--- config.mk ---
export PLATFORM = sky130hd
export DESIGN_NAME = tlb_search_arbiter
export DESIGN_NICKNAME = d
export VERILOG_FILES = /design/src/rtl/tlb_search_arbiter.sv
export SDC_FILE = /design/constraint.sdc
export NUM_CORES = 1
export LEC_CHECK = 0
export CAP_MARGIN = 15
export CORE_MARGIN = 5
export CORE_UTILIZATION = 25
export DETAILED_ROUTE_END_ITERATION = 10
export DONT_BUFFER_PORTS = 1
export SLEW_MARGIN = 25
export SYNTH_ARGS = -nofsm -noshare
export SYNTH_HDL_FRONTEND = slang
export SYNTH_SLANG_ARGS = --single-unit
--- constraint.sdc ---
create_clock -name clk -period 4.5 [get_ports clk]
set_clock_uncertainty 0.2 [all_clocks]
set_input_delay 0 -clock clk [delete_from_list [all_inputs] [get_ports clk]]
set_output_delay 0 -clock clk [all_outputs]
set_load 0.03 [all_outputs]
--- src/rtl/tlb_search_arbiter.sv ---
// rtl/tlb_search_arbiter.sv - shares one TLB search port between inst-side and data-side requesters
// Define TLB_ARB_RR_EN for round-robin arbitration; otherwise data side has fixed priority.
module tlb_search_arbiter #(
  parameter int VPN2_W = 19,
  parameter int PFN_W  = 20,
  parameter int IDX_W  = 4
) (
  input  logic              clk,
  input  logic              reset,
  input  logic              i_req,
  input  logic [VPN2_W-1:0] i_vpn2,
  input  logic              i_odd,
  output logic              i_ack,
  input  logic              i_cancel,
  output logic              i_resp_valid,
  input  logic              d_req,
  input  logic [VPN2_W-1:0] d_vpn2,
  input  logic              d_odd,
  output logic              d_ack,
  input  logic              d_cancel,
  output logic              d_resp_valid,
  output logic              resp_found,
  output logic [IDX_W-1:0]  resp_index,
  output logic [PFN_W-1:0]  resp_pfn,
  output logic [2:0]        resp_c,
  output logic              resp_d,
  output logic              resp_v,
  input  logic [31:0]       cp0_entryhi,
  input  logic              tlb_write,
  output logic [VPN2_W-1:0] s_vpn2,
  output logic              s_odd_page,
  output logic [7:0]        s_asid,
  input  logic              s_found,
  input  logic [IDX_W-1:0]  s_index,
  input  logic [PFN_W-1:0]  s_pfn,
  input  logic [2:0]        s_c,
  input  logic              s_d,
  input  logic              s_v,
  output logic              busy
);

  typedef enum logic [1:0] {IDLE, LOOKUP, RESP} state_t;

  state_t state, state_next;
  logic   owner;            // 1 = data side owns the transaction
  logic   i_ok, d_ok, grant, grant_d, prefer_d, owner_cancel, capture;
  logic   unused_entryhi;

  assign unused_entryhi = ^cp0_entryhi[31:8];

`ifdef TLB_ARB_RR_EN
  logic last_grant;         // 1 = data side won the previous grant

  always_ff @(posedge clk) begin
    if (reset)
      last_grant <= 1'b0;
    else if (grant)
      last_grant <= grant_d;
  end

  assign prefer_d = ~last_grant;
`else
  assign prefer_d = 1'b1;
`endif

  always_comb begin
    i_ok         = i_req & ~i_cancel;
    d_ok         = d_req & ~d_cancel;
    grant        = (state == IDLE) & ~reset & ~tlb_write & (i_ok | d_ok);
    grant_d      = d_ok & (prefer_d | ~i_ok);
    owner_cancel = owner ? d_cancel : i_cancel;
    capture      = (state == LOOKUP) & ~owner_cancel & ~tlb_write;
  end

  always_comb begin
    state_next   = state;
    i_ack        = 1'b0;
    d_ack        = 1'b0;
    i_resp_valid = 1'b0;
    d_resp_valid = 1'b0;
    case (state)
      IDLE: begin
        i_ack = grant & ~grant_d;
        d_ack = grant & grant_d;
        if (grant)
          state_next = LOOKUP;
      end
      LOOKUP: begin
        // a write in progress stalls the search; it is replayed once the write drops
        if (owner_cancel)
          state_next = IDLE;
        else if (!tlb_write)
          state_next = RESP;
      end
      RESP: begin
        i_resp_valid = ~owner & ~i_cancel;
        d_resp_valid = owner & ~d_cancel;
        state_next   = IDLE;
      end
      default: state_next = IDLE;
    endcase
  end

  always_ff @(posedge clk) begin
    if (reset) begin
      state      <= IDLE;
      owner      <= 1'b0;
      s_vpn2     <= '0;
      s_odd_page <= 1'b0;
      s_asid     <= 8'h00;
      resp_found <= 1'b0;
      resp_index <= '0;
      resp_pfn   <= '0;
      resp_c     <= 3'b000;
      resp_d     <= 1'b0;
      resp_v     <= 1'b0;
    end else begin
      state <= state_next;
      if (grant) begin
        owner      <= grant_d;
        s_vpn2     <= grant_d ? d_vpn2 : i_vpn2;
        s_odd_page <= grant_d ? d_odd : i_odd;
        s_asid     <= cp0_entryhi[7:0];
      end
      if (capture) begin
        resp_found <= s_found;
        resp_index <= s_index;
        resp_pfn   <= s_pfn;
        resp_c     <= s_c;
        resp_d     <= s_d;
        resp_v     <= s_v;
      end
    end
  end

  assign busy = (state != IDLE);

endmodule

; ---- Word-level counts from Yosys, hierarchy flattened
; Cells that the tools add are included.
; W data, S select, Z words.
[totals]
ff_bits = 61
inputBits = 109
output_inout_bits = 63
word_cells = 48
[op_classes]
eq_ne = 4
n_mux = 11
bitwise_logic = 19
n_reduce_logical = 3
[ops]
columns = operator, count
row1 = $mux W19, 1
row2 = $and A1 B1 Y1, 11
row3 = $not A1 Y1, 7
row4 = $mux W1, 6
row5 = $mux W2, 3
row6 = $pmux W2 S2, 1
row7 = $ne A3 B3 Y1 const B, 1
row8 = $eq A2 B1 Y1 const B, 1
row9 = $eq A2 B2 Y1 const B, 1
row10 = $logic_not A2 Y1, 1
row11 = $ne A2 B2 Y1 const B, 1
row12 = $reduce_and A2 Y1, 1
row13 = $reduce_bool A2 Y1, 1
row14 = $or A1 B1 Y1, 1

; ---- Longest topological paths before layout
[logic_depth]
ltp_word = 6
ltp_mapped = 7

; ---- Worst setup path before layout
; OpenSTA, ideal clock, no wires.
[synth_path]
kind = reg-to-output
start = reg state[0]
end = out i_ack
arrival_time_ns = 1.664
path_slack_ns = 2.636
path_stages_with_launch = 5
path_cell_list = dfxtp_1 > nor4_4 > o21ai_1 > clkbuf_1 > nor2_1
[synth_via]
elab_chain_cells = 6
[synth_lines]
columns = item, line
row1 = start: declaration, 44  ; state_t state, state_next;
row2 = start signal: assignment, 118  ; state <= state_next;
row3 = $logic_not A2 Y1 (*), "69, 81"
row4 = $and A1 B1 Y1 (3 in a row), 69  ; grant = (state == IDLE) & ~reset & ~tlb_write & (i_ok | d_ok);
row5 = $and A1 B1 Y1, 83  ; i_ack = grant & ~grant_d;
row6 = $mux W1 (*), 81  ; case (state)
row7 = end: declaration, 13  ; output logic i_ack,
; Every way passes the cells marked *; elsewhere a longest branch is shown, timed or not.

; ---- Final worst setup path
[layout_path]
start = reg state[0]
end = reg s_vpn2[2]
[layout_via]
elab_chain_cells = 4
[layout_lines]
columns = item, line
row1 = $logic_not A2 Y1, 69
row2 = $and A1 B1 Y1 (3 in a row), 69
row3 = end signal: assignment, 121  ; s_vpn2 <= grant_d ? d_vpn2 : i_vpn2;
row4 = end: declaration, 30  ; output logic [VPN2_W-1:0] s_vpn2,
; Every way passes these cells.
; A chain may end at the register's enable or synchronous reset.

==> results.yml <==
outcome:
  status: "finished, final reports clean"
global_route:
  gr-total-overflow: 0
  antenna_found_initial: 0
  first_global_vias: 2654
  grt_max_degree: 58
  grt_pass1_wl_um: 13000
  grtUsageTotal_pct: 14.6
min_path:
  hold_class: "in -> reg"
clock_tree:
  cts_sinks: 61
  clk_pin_slew_ps: 70
  insertion_delay_ps: 330
  numCtsBuffers: 9
  h-tree-depth: 3
  cts-root-buf: "clkbuf_8"
  cts_resized: 0
  cts_setup_buffers: 0
  cts.path.max_buffers: 2
  cts-hold-fix-buffers: 99
  cts_tree: "built"
timing:
  setup_tns_ps: 0
  finalCritPeriodShare_pct: 64.6
  fmax_ghz: 0.344
  rsz0062_at_grt: "false"
  relSlewSlack_pct: 36.8
  final_hold_viol_count: 0
  finalSetupViolCount: 0
  fin_crit_ps: 2910
  worst_pin_slew_ps: 948
  drv_slew: 0
worst_setup_path:
  setup.worst_path.class: "reg -> reg"
  critPathArrivalTime_ps: 2980
  endpoint_kind: "flip-flop"
  crit_chain: "nor4_4 > o21a_2 > nor2_1 > a311oi_1 > dlygate4sd3_1"
  required_ps: 4570
  slowest_stage: "o21a_2"
  cp_max_fo: 36
  start_kind: "flip-flop"
  max_stage_delay_ps: 660
floorplan:
  die-area_mm2: 0.0115
  core-area_mm2: 0.00924
  start_util_pct: 25.6
  die_w_um: 107
  die_h_um: 107
  boundaryPins: 172
  rows: 35
synth:
  yosys_warnings: 0
  ys_types: 25
  syn_inst: 302
  syn_nets: 411
  synth.avg_cell_area_um2: 7.85
  ys_seq_area_share_pct: 51.5
  ys_ff_latch: 61
  synthesis.area_mm2: 0.00237
routing:
  ant_nets: 0
  routedWlPerCell_um: 16.1
  via_count: 2474
  drtIter0Drc: 260
  drc_errors: 0
  wirelength_um: 8450
  drtPass1Iterations: 4
  post_drt_via_cell_ratio: 4.72
pwr:
  internal_power_uw: 933
  pwr-share-comb_pct: 11.0
  vdd_drop_max_mv: 0.117
  clockPowerShare_pct: 41.1
  p_sw_share_pct: 25.5
  p_sw_uw: 319
  powerDensity_mw_per_mm2: 341
  p_leak_uw: 0.00137
  p_seq_share_pct: 47.9
final_layout:
  diodes: 0
  area_growth_pct: 55.2
  drive_gt1_share_pct: 5.82
  multiInputGateArea_mm2: 0.00106
  final-seq-area_mm2: 0.00122
  final_nets: 499
  nFillCells: 914
  stdcell_area_mm2: 0.00368
placed_design:
  io_buffers: 0
  placed_area_mm2: 0.00245
  gp_congestion: 0.638
  post-dp-hpwl_um: 4800
run:
  maxCapViolCount: 0
## power by group through the flow
stage | Clock (uW) | Sequential, uW | Combinational, uW
floorplan | 0 | 608 | 56.1
global placement | 0 | 612 | 56.2
detailed placement | 0 | 613 | 58.6
CTS | 541 | 600 | 134
global route | 561 | 602 | 152
finish | 514 | 600 | 138
## flip-flops by register name, indices dropped and copies added (netlist names)
name        cells
s_vpn2         19
s_asid          8
state           2
resp_c          3
s_odd_page      1
owner           1
resp_found      1
resp_pfn       20
resp_index      4
resp_d          1
resp_v          1
## cells in the mapped netlist
cell | instances | area [um2]
nor4b_1 | 1 | 8.76
o21ai_1 | 1 | 5.00
o211a_1 | 1 | 10.0
inv_1 | 1 | 3.75
nor2_1 | 20 | 75.1
clkbuf_1 | 19 | 71.3
or2_2 | 1 | 6.26
nand2_1 | 116 | 435
buf_4 | 1 | 7.51
nor4_4 | 1 | 21.3
o21ai_0 | 1 | 5.00
a32o_1 | 6 | 60.1
o21a_1 | 1 | 7.51
a21oi_1 | 39 | 195
nor2b_1 | 3 | 18.8
nand2b_1 | 1 | 6.26
dfxtp_1 | 61 | 1220
a311oi_1 | 14 | 123
buf_6 | 1 | 11.3
o211ai_1 | 2 | 15.0
nand3_1 | 6 | 30.0
a211oi_1 | 1 | 7.51
and3b_1 | 1 | 8.76
and2_1 | 1 | 6.26
buf_2 | 2 | 10.0
## logic make-up (layout without fill, tap and decap cells)
| logic type | count (synthesis) | in the layout | synth area share [%] |
|---|---|---|---|
| AND/OR/NAND/NOR | 151 | 151 | 26.0 |
| AO/OA/AOI/OAI | 66 | 66 | 18.1 |
| buffers and inverters | 24 | 117 | 4.38 |
| flip-flops | 61 | 61 | 51.5 |
## final cells by class
cell class / instances / area share, %
well taps: 129 / 4.39
clock inverters: 3 / 1.16
clock buffers: 13 / 4.59
repair buffers: 100 / 27.6
multi-input cells: 217 / 28.9
flip-flops and latches: 61 / 33.2
inverters: 1 / 0.102
## worst paths after layout
kind | startpoint | endpoint | slack, ps | cells past startpoint
worst max register to register | state[0]$_SDFFE_PP0P_ | s_vpn2[2]$_SDFFE_PP0P_ | 1590 | 5
worst max-delay path | state[0]$_SDFFE_PP0P_ | s_vpn2[2]$_SDFFE_PP0P_ | 1590 | 5
worst min register to register | owner$_SDFFE_PP0P_ | owner$_SDFFE_PP0P_ | 380 | 2
worst min-delay path | i_cancel | state[1]$_SDFFE_PP0P_ | 110 | 4
## placed cells by master, fill, tap and decap left out
| cell | synthesis | routed |
|---|---|---|
| o211ai_1 | 2 | 2 |
| clkbuf_8 | 0 | 12 |
| buf_16 | 0 | 1 |
| clkinv_2 | 0 | 1 |
| a21oi_1 | 39 | 39 |
| nor2_1 | 20 | 20 |
| a32o_1 | 6 | 6 |
| dfxtp_1 | 61 | 61 |
| nor2b_4 | 0 | 1 |
| o211a_1 | 1 | 1 |
| inv_1 | 1 | 1 |
| or2_2 | 1 | 1 |
| nor4_4 | 1 | 1 |
| nor4b_2 | 0 | 1 |
| clkbuf_1 | 19 | 1 |
| and2_1 | 1 | 1 |
| nand2b_1 | 1 | 1 |
| buf_4 | 1 | 1 |
| o21ai_2 | 0 | 1 |
| and3b_1 | 1 | 1 |
| a311oi_1 | 14 | 14 |
| bufinv_16 | 0 | 1 |
| clkinvlp_4 | 0 | 1 |
| nor2b_1 | 3 | 2 |
| nand3_1 | 6 | 6 |
| o21a_2 | 0 | 1 |
| o21ai_0 | 1 | 1 |
| dlygate4sd3_1 | 0 | 98 |
| a211oi_1 | 1 | 1 |
| nand2_1 | 116 | 116 |
## critical path: cells and delay by family, from the launching register on
family	cells	cell delay, ps
AND/OR/NAND/NOR	2	690
AO/OA/AOI/OAI	2	970
flip-flops	1	400
buffers and inverters	1	580
## per-layer routing
layer | wire [um] | GRT usage, % | vias up
met5 | 0 | 0 | -
met4 | 216 | 6.04 | 0
met3 | 639 | 5.88 | 18
met2 | 4480 | 25.9 | 100
met1 | 3110 | 15.1 | 1168
li1 | - | - | 1188
## through the flow
| step | hold slack (ps) | total power, uW | utilization [%] | worst slack (ps) | cells |
|---|---|---|---|---|---|
| 2_1_floorplan | -85.4 | 664 | - | 2640 | 302 |
| 3_3_place_gp | -123 | 669 | 26.5 | 1970 | 409 |
| 3_5_place_dp | -120 | 671 | 26.5 | 1830 | 409 |
| 4_1_cts | 88.0 | 1270 | 39.7 | 1300 | 524 |
| 5_1_grt | 138 | 1310 | 39.8 | 1330 | 524 |
| 6_report | 112 | 1250 | 39.8 | 1590 | 524 |
No activity file was read; power rests on OpenSTA's default activity.
